--- src/rtl/imem_loader_if.sv ---
// imem_loader_if
//   Bundles the two buses the instruction-memory loader sits between:
//   the incoming program byte stream (valid/ready) and the outgoing
//   instruction-memory write port.
//
//   Stream signals:
//     in_valid  source -> loader   in_data holds a valid byte
//     in_data   source -> loader   program byte
//     in_ready  loader -> source   loader accepts a byte this cycle
//   Memory write signals:
//     we        loader -> memory   one-cycle write pulse per word
//     waddr     loader -> memory   word address (ADDR_W bits)
//     wdata     loader -> memory   32-bit instruction word
//
//   Modports:
//     master  the environment side (byte source and memory)
//     slave   the loader itself
interface imem_loader_if #(
  parameter int ADDR_W = 6
);

  logic              in_valid;
  logic [7:0]        in_data;
  logic              in_ready;
  logic              we;
  logic [ADDR_W-1:0] waddr;
  logic [31:0]       wdata;

  modport master (
    output in_valid,
    output in_data,
    input  in_ready,
    input  we,
    input  waddr,
    input  wdata
  );

  modport slave (
    input  in_valid,
    input  in_data,
    output in_ready,
    output we,
    output waddr,
    output wdata
  );

endinterface

--- src/rtl/imem_loader.sv ---
// imem_loader
//   Fills the 64 x 32-bit instruction memory from a byte stream. Four
//   bytes are packed MSB first into each word, and words are written to
//   consecutive addresses starting at 0. The core is held in reset for
//   the whole load and released once the last word has been written.
//
//   Ports:
//     clk        system clock, all state changes on the rising edge
//     reset      synchronous, active-low reset
//     start      begin a load (honoured only when idle or done)
//     nwords     number of words to load, clamped to DEPTH
//     bus        slave side of imem_loader_if (byte stream in,
//                instruction-memory write port out)
//     busy       a load is in progress
//     done       last load completed, sticky until the next start
//     cpu_reset  active-low reset to the core (0 holds it in reset)
module imem_loader #(
  parameter int ADDR_W = 6,
  parameter int DEPTH  = 64
) (
  input  logic              clk,
  input  logic              reset,
  input  logic              start,
  input  logic [ADDR_W:0]   nwords,
  imem_loader_if.slave      bus,
  output logic              busy,
  output logic              done,
  output logic              cpu_reset
);

  localparam logic [1:0] S_IDLE    = 2'd0;
  localparam logic [1:0] S_COLLECT = 2'd1;
  localparam logic [1:0] S_WRITE   = 2'd2;
  localparam logic [1:0] S_DONE    = 2'd3;

  localparam logic [ADDR_W:0] DEPTH_W = (ADDR_W + 1)'(DEPTH);

  logic [1:0]        state;
  logic [ADDR_W:0]   len;
  logic [ADDR_W:0]   word_cnt;
  logic [1:0]        byte_cnt;

  logic              in_ready_q;
  logic              we_q;
  logic [ADDR_W-1:0] waddr_q;
  logic [31:0]       wdata_q;
  logic              busy_q;
  logic              done_q;
  logic              cpu_reset_q;

  logic [ADDR_W:0]   len_clamped;
  logic [ADDR_W:0]   word_cnt_next;
  logic              byte_accept;

  // Oversized requests are clamped so a single load can never wrap
  // around and overwrite address 0.
  assign len_clamped   = (nwords > DEPTH_W) ? DEPTH_W : nwords;
  assign word_cnt_next = word_cnt + 1'b1;
  assign byte_accept   = bus.in_valid && in_ready_q;

  // Every output is a register so the memory and the core see clean,
  // glitch-free signals; this block only forwards them.
  assign bus.in_ready = in_ready_q;
  assign bus.we       = we_q;
  assign bus.waddr    = waddr_q;
  assign bus.wdata    = wdata_q;
  assign busy         = busy_q;
  assign done         = done_q;
  assign cpu_reset    = cpu_reset_q;

  // Main loader state machine. IDLE and DONE share the start handling,
  // so a new load from DONE behaves exactly like one from IDLE. Bytes
  // shift into wdata from the bottom, leaving the first byte of a word
  // in bits [31:24] after four accepts. WRITE lasts exactly one cycle,
  // with waddr/wdata held stable while we is high; the address advance
  // happens on the edge that leaves WRITE. Reset discards any partial
  // word and keeps the core in reset.
  always_ff @(posedge clk) begin
    if (!reset) begin
      state       <= S_IDLE;
      len         <= '0;
      word_cnt    <= '0;
      byte_cnt    <= '0;
      in_ready_q  <= 1'b0;
      we_q        <= 1'b0;
      waddr_q     <= '0;
      wdata_q     <= '0;
      busy_q      <= 1'b0;
      done_q      <= 1'b0;
      cpu_reset_q <= 1'b0;
    end else begin
      case (state)
        S_IDLE, S_DONE: begin
          if (start) begin
            if (nwords == '0) begin
              state       <= S_DONE;
              in_ready_q  <= 1'b0;
              we_q        <= 1'b0;
              waddr_q     <= '0;
              busy_q      <= 1'b0;
              done_q      <= 1'b1;
              cpu_reset_q <= 1'b1;
            end else begin
              state       <= S_COLLECT;
              len         <= len_clamped;
              word_cnt    <= '0;
              byte_cnt    <= '0;
              in_ready_q  <= 1'b1;
              we_q        <= 1'b0;
              waddr_q     <= '0;
              busy_q      <= 1'b1;
              done_q      <= 1'b0;
              cpu_reset_q <= 1'b0;
            end
          end
        end

        S_COLLECT: begin
          if (byte_accept) begin
            wdata_q  <= {wdata_q[23:0], bus.in_data};
            byte_cnt <= byte_cnt + 2'd1;
            if (byte_cnt == 2'd3) begin
              state      <= S_WRITE;
              in_ready_q <= 1'b0;
              we_q       <= 1'b1;
            end
          end
        end

        S_WRITE: begin
          we_q     <= 1'b0;
          word_cnt <= word_cnt_next;
          if (word_cnt_next == len) begin
            state       <= S_DONE;
            waddr_q     <= '0;
            busy_q      <= 1'b0;
            done_q      <= 1'b1;
            cpu_reset_q <= 1'b1;
          end else begin
            state      <= S_COLLECT;
            waddr_q    <= waddr_q + 1'b1;
            byte_cnt   <= '0;
            in_ready_q <= 1'b1;
          end
        end

        default: begin
          state <= S_IDLE;
        end
      endcase
    end
  end

endmodule

--- src/flat_wrapper.sv ---
// flat-port wrapper written by rule: the top's interface ports become plain ports
module imem_loader_flat 
#(
  parameter int ADDR_W = 6,
  parameter int DEPTH  = 64
)
  (clk, reset, start, nwords, busy, done, cpu_reset, bus_in_valid, bus_in_data, bus_in_ready, bus_we, bus_waddr, bus_wdata);
  imem_loader_if #(.ADDR_W(ADDR_W)) bus_i ();
  input  logic clk;
  input  logic reset;
  input  logic start;
  input  logic [ADDR_W:0] nwords;
  output logic busy;
  output logic done;
  output logic cpu_reset;
  input wire logic [$bits(bus_i.in_valid)-1:0] bus_in_valid;
  input wire logic [$bits(bus_i.in_data)-1:0] bus_in_data;
  output wire logic [$bits(bus_i.in_ready)-1:0] bus_in_ready;
  output wire logic [$bits(bus_i.we)-1:0] bus_we;
  output wire logic [$bits(bus_i.waddr)-1:0] bus_waddr;
  output wire logic [$bits(bus_i.wdata)-1:0] bus_wdata;
  assign bus_i.in_valid = bus_in_valid;
  assign bus_i.in_data = bus_in_data;
  assign bus_in_ready = bus_i.in_ready;
  assign bus_we = bus_i.we;
  assign bus_waddr = bus_i.waddr;
  assign bus_wdata = bus_i.wdata;
  imem_loader #(.ADDR_W(ADDR_W), .DEPTH(DEPTH)) u_core (.clk(clk), .reset(reset), .start(start), .nwords(nwords), .bus(bus_i), .busy(busy), .done(done), .cpu_reset(cpu_reset));
endmodule
--- config.mk ---
export PLATFORM = sky130hd
export DESIGN_NAME = imem_loader_flat
export DESIGN_NICKNAME = d
export VERILOG_FILES = /design/src/rtl/imem_loader_if.sv /design/src/rtl/imem_loader.sv /design/src/flat_wrapper.sv
export SDC_FILE = /design/constraint.sdc
export NUM_CORES = 1
export LEC_CHECK = 0
export CAP_MARGIN = 5
export CORE_ASPECT_RATIO = 0.6
export CORE_UTILIZATION = 50
export DETAILED_ROUTE_END_ITERATION = 12
export GPL_ROUTABILITY_DRIVEN = 0
export GPL_TIMING_DRIVEN = 0
export HOLD_SLACK_MARGIN = 0.05
export PLACE_DENSITY_LB_ADDON = 0.2
export SLEW_MARGIN = 5
export SYNTH_ARGS = -nofsm -noshare
export SYNTH_HDL_FRONTEND = slang
export SYNTH_SLANG_ARGS = --single-unit
--- constraint.sdc ---
create_clock -name clk -period 3.07 [get_ports clk]
set_input_delay 0.614 -clock clk [delete_from_list [all_inputs] [get_ports clk]]
set_output_delay 0.614 -clock clk [all_outputs]
set_load 0.02 [all_outputs]
-- Word level (Yosys, flattened, before mapping)
Cells that the tools add are included.
- register bits after elaboration: 60
- input bits: 19
- output and inout port bits: 43
- logic and storage cells: 73
- add/subtract/negate cells: 3
- $lt $le $gt $ge: 1
- eq/ne operators: 11
- muxes and demuxes: 34
- bitwise operators: 1
- reductions and logical operators: 13
- operators with widths (cell ; number):
    $mux W7 ; 3
    $mux W2 ; 9
    $pmux W7 S2 ; 1
    $mux W1 ; 12
    $mux W6 ; 2
    $pmux W2 S3 ; 2
    $pmux W6 S2 ; 1
    $reduce_and A3 Y1 ; 4
    $reduce_and A4 Y1 ; 2
    $add A7 B1 Y7 const B ; 1
    $eq A7 B7 Y1 ; 1
    $gt A7 B7 Y1 const B ; 1
    $logic_not A7 Y1 ; 1
    $add A6 B1 Y6 const B ; 1
    $eq A2 B2 Y1 const B ; 3
    $ne A2 B1 Y1 const B ; 3
    $ne A2 B2 Y1 const B ; 3
    $pmux W1 S3 ; 2
    $pmux W1 S2 ; 2
    $reduce_and A2 Y1 ; 2
    $add A2 B1 Y2 const B ; 1
    $eq A2 B1 Y1 const B ; 1
    $logic_not A2 Y1 ; 1
    $reduce_bool A2 Y1 ; 1
    other kinds (3) ; 3

-- Longest topological paths before layout
- depth in word-level cells: 4
- gate-level depth with buffers: 9
- mapped depth without buffers: 8

-- Least setup slack after synthesis
OpenSTA, ideal clock, no wires.
- path type: register to register
- from: reg u_core.word_cnt[0]
- to: reg u_core.byte_cnt[0]
- setup time: 119 ps
- data arrival time: 2283 ps
- data required time: 2951 ps
- path slack: 668 ps
- cell stages (with the launch flop): 8
- path buffers: 0
- clock period less this slack: 2402 ps
- cell sequence: dfxtp_1 > ha_1 > and4_1 > a31oi_1 > or4_4 > or3_4 > o211a_1 > mux2i_1
- longest elaborated chain between the ends: 4
- ends and longest elaborated chain (item ; line ; RTL):
    from (decl) ; imem_loader.sv:40 ; logic [ADDR_W:0] word_cnt;
    from (signal assigned) ; imem_loader.sv:132 ; word_cnt <= word_cnt_next;
    $add A7 B1 Y7 ; imem_loader.sv:58 ; assign word_cnt_next = word_cnt + 1'b1;
    $eq A7 B7 Y1 ; imem_loader.sv:133 ; if (word_cnt_next == len) begin
    $ne A2 B2 Y1 (no source line) ; n/a ;
    $reduce_and A4 Y1 (no source line) ; n/a ;
    to (signal assigned) ; imem_loader.sv:121 ; byte_cnt <= byte_cnt + 2'd1;
    to (decl) ; imem_loader.sv:41 ; logic [1:0] byte_cnt;
Every way passes these cells.
A chain may end at the register's enable or synchronous reset.

-- Final worst setup path
- from: reg u_core.word_cnt[0]
- to: reg u_core.waddr_q[2], in the netlist u_core.bus.waddr[2]
- longest elaborated chain between the ends: 4
- ends and longest elaborated chain (item ; line ; RTL):
    $add A7 B1 Y7 ; imem_loader.sv:58 ;
    $eq A7 B7 Y1 ; imem_loader.sv:133 ;
    $mux W6 ; imem_loader.sv:133 ;
    $pmux W6 S2 ; imem_loader.sv:92 ; case (state)
    to (signal assigned) ; imem_loader.sv:141 ; waddr_q <= waddr_q + 1'b1;
    to (decl) ; imem_loader.sv:45 ; logic [ADDR_W-1:0] waddr_q;
Every way passes these cells.

==> impl_metrics.ini <==
[layout]
synthToLayoutAreaGrowth_pct = 31.2
final_cell_mix = nand2_1, dfxtp_1, clkdlybuf4s50_1
layout_commonest_cell = nand2_1
antenna_cells = 0
postLayoutCoreUtil = 0.700
drive_gt1_frac = 0.0583
final_nets = 432

[yosys]
syn_area_um2 = 2780
yosysTopAreaCell = dfxtp_1
synthTopCellsByArea = dfxtp_1, nand2_1, a21boi_0
synthArstFlopShare = 0
synth_fp_nets = 362
ys_seq_elements = 60
synth_edf_count = 0
synth_area_per_cell_um2 = 8.25
ys_warn_count = 0
yosysSeqAreaShare = 0.432
synth_cell_type_count = 42
synth_top_area_frac = 0.432
synthCells = 337
synth_ff_type = dfxtp_1

[critical_path]
r2r-start = u_core.word_cnt[0]$_SDFFE_PN0P_
worstReg2RegEnd = u_core.bus.waddr[2]$_SDFFE_PN0P_
cp-start-kind = flop
crit_fanout = 10
cp-startpoint = u_core.word_cnt[0]$_SDFFE_PN0P_
reg2reg_slack_ns = 0.32
critPathCaptureType = flop
critPathRequiredTime_ns = 3.29
critical_path_class = flop to flop
critical_path_arrival_ns = 2.97
endpoint = u_core.bus.waddr[2]$_SDFFE_PN0P_
reg2regPathDepth = 7

[grt]
gr-max-usage-layer = met2
grt_pass1_wl_um = 11300
grt_max_degree = 12
grt_use_total = 0.254
use_met3 = 0.0643
met1_usage = 0.368
grt_use_met2 = 0.375
first_global_vias = 2304
grt_overflow_total = 0
antenna_found_initial = 0

[routing]
post-route-drc-count = 4
ant_nets = 0
drt_iter0_drc = 158
wl_per_cell_um = 15.0
vias = 2634
dr.pass1.iters = 10
vias_per_cell = 5.51
routed_wl_um = 7190

[clock_network]
post_cts_buffers = 0
cts_tree = built
clk_path_buf_depth = 2
htreeDepth = 3
clk_latency_ns = 0.33
cts-resized-gates = 0
cts_sinks = 60
clockRootBuffer = clkbuf_8
cts_buffers = 9
hold_buffers = 0
path_clk_slew_ns = 0.07

[place]
dp_hpwl_um = 5330
numPortBuffers = 59

[power_and_ir_drop]
power_density_nw_per_um2 = 601
ir_worst_vdd_mv = 0.303
leakagePower_nw = 1.22
power_mw = 2.19

[sta]
slew_viol_final = 0
tns_ns = 0
rsz0062_at_grt = false
fmax_mhz = 363
hold_viol_final = 0
holdWs_ns = 0.464
setup_viol = 0
finalCritPeriodShare = 0.897
min_period_ns = 2.75
final.setup_skew_ns = 0.0110
slew_headroom = 0.610
tightest_slew_ns = 0.580

[floorplan]
num_rows = 20
ios = 62
die_x_um = 98.2
start_util = 0.534
die-area_um2 = 5870
die_h_um = 59.7
design.core.area_um2 = 5200

[job]
drv_cap = 0

[worst_hold_path]
hold_class = flop to flop

[outcome]
status = finished, violations left
violations = design-rule violations
==> power by group <==
group / switching, mW / internal (mW)
clock network: 0.321 / 0.375
registers: 0.0548 / 0.837
logic: 0.364 / 0.239
==> critical path, stage by stage (launching register included) <==
cell and delay, ns:
dfxtp_1 0.46, ha_1 0.34, and4_1 0.27, a31oi_1 0.10, or4_4 0.58, o31ai_4 0.48, nor4b_1 0.11, o31a_1 0.30
==> routing by layer <==
metal / routed length (um) / vias up / part of all wire
met1: 3620 / 1238 / 0.50
met2: 3000 / 93 / 0.42
li1: - / 1295 / -
met4: 64 / 0 / 0.0089
met5: 0 / - / 0
met3: 506 / 8 / 0.070
==> cells by family (layout without fill, tap and decap cells) <==
| family | after synthesis | count (layout) | share of synthesized area |
|---|---|---|---|
| multiplexers | 3 | 3 | 0.0108 |
| AO/OA/AOI/OAI | 85 | 85 | 0.210 |
| XOR/XNOR | 6 | 6 | 0.0189 |
| flip-flops | 60 | 60 | 0.432 |
| AND/OR/NAND/NOR | 152 | 152 | 0.264 |
| buffers and inverters | 25 | 100 | 0.0365 |
| adder cells (fa/ha/maj) | 6 | 6 | 0.0270 |
==> cell type report <==
type                            instances  area [um2]
Clock buffer                           10         128
Tap cell                               66        82.6
Buffer                                 21        86.3
Fill cell                             446        1560
Inverter                                4        15.0
Sequential cell                        60        1200
Timing Repair Buffer                   59         591
Multi-Input combinational cell        252        1480
Clock inverter                          6        65.1
==> worst min path at each step <==
stage                                                  from                                end  slack, ns  depth (start not counted)
final                     u_core.bus.wdata[29]$_SDFFE_PN0P_  u_core.bus.wdata[29]$_SDFFE_PN0P_       0.46                          2
after detailed placement  u_core.bus.wdata[29]$_SDFFE_PN0P_  u_core.bus.wdata[29]$_SDFFE_PN0P_       0.46                          2
after global placement    u_core.bus.wdata[29]$_SDFFE_PN0P_  u_core.bus.wdata[29]$_SDFFE_PN0P_       0.45                          2
after global routing      u_core.bus.wdata[29]$_SDFFE_PN0P_  u_core.bus.wdata[29]$_SDFFE_PN0P_       0.49                          2
after floorplan             u_core.byte_cnt[1]$_SDFFE_PN0P_    u_core.byte_cnt[1]$_SDFFE_PN0P_       0.44                          2
after CTS                 u_core.bus.wdata[29]$_SDFFE_PN0P_  u_core.bus.wdata[29]$_SDFFE_PN0P_       0.47                          2
==> per-stage QoR <==
stage                     cells  area, um2  worst slack [ns]
after detailed placement    462       3450             0.323
after CTS                   478       3640             0.348
after global routing        478       3640            0.0707
after floorplan             337       2780             0.668
after global placement      462       3450             0.346
final                       478       3640             0.316
==> state kept, by name, summed over array words and instances (netlist names), 2 cells and up <==
name	count
u_core.len	7
u_core.byte_cnt	2
u_core.state	2
u_core.word_cnt	7
u_core.bus.waddr	6
u_core.bus.wdata	32
==> Yosys cell counts, types with 2 or more instances <==
cell and n:
nand2_1 89, dfxtp_1 60, a21boi_0 38, clkbuf_1 17
a21oi_1 14, o21ai_0 14, nor2b_1 13, nand3_1 10
nor3b_1 9, ha_1 6, a31oi_1 5, nor2_1 5
nor4_1 5, xnor2_1 5, inv_1 4, and2_1 3
and3_1 3, buf_2 3, mux2i_1 3, nor3_1 3
o21a_1 3, and4_1 2, o211a_1 2, o21bai_1 2
or3_1 2
(Power assumes the default switching activity.)
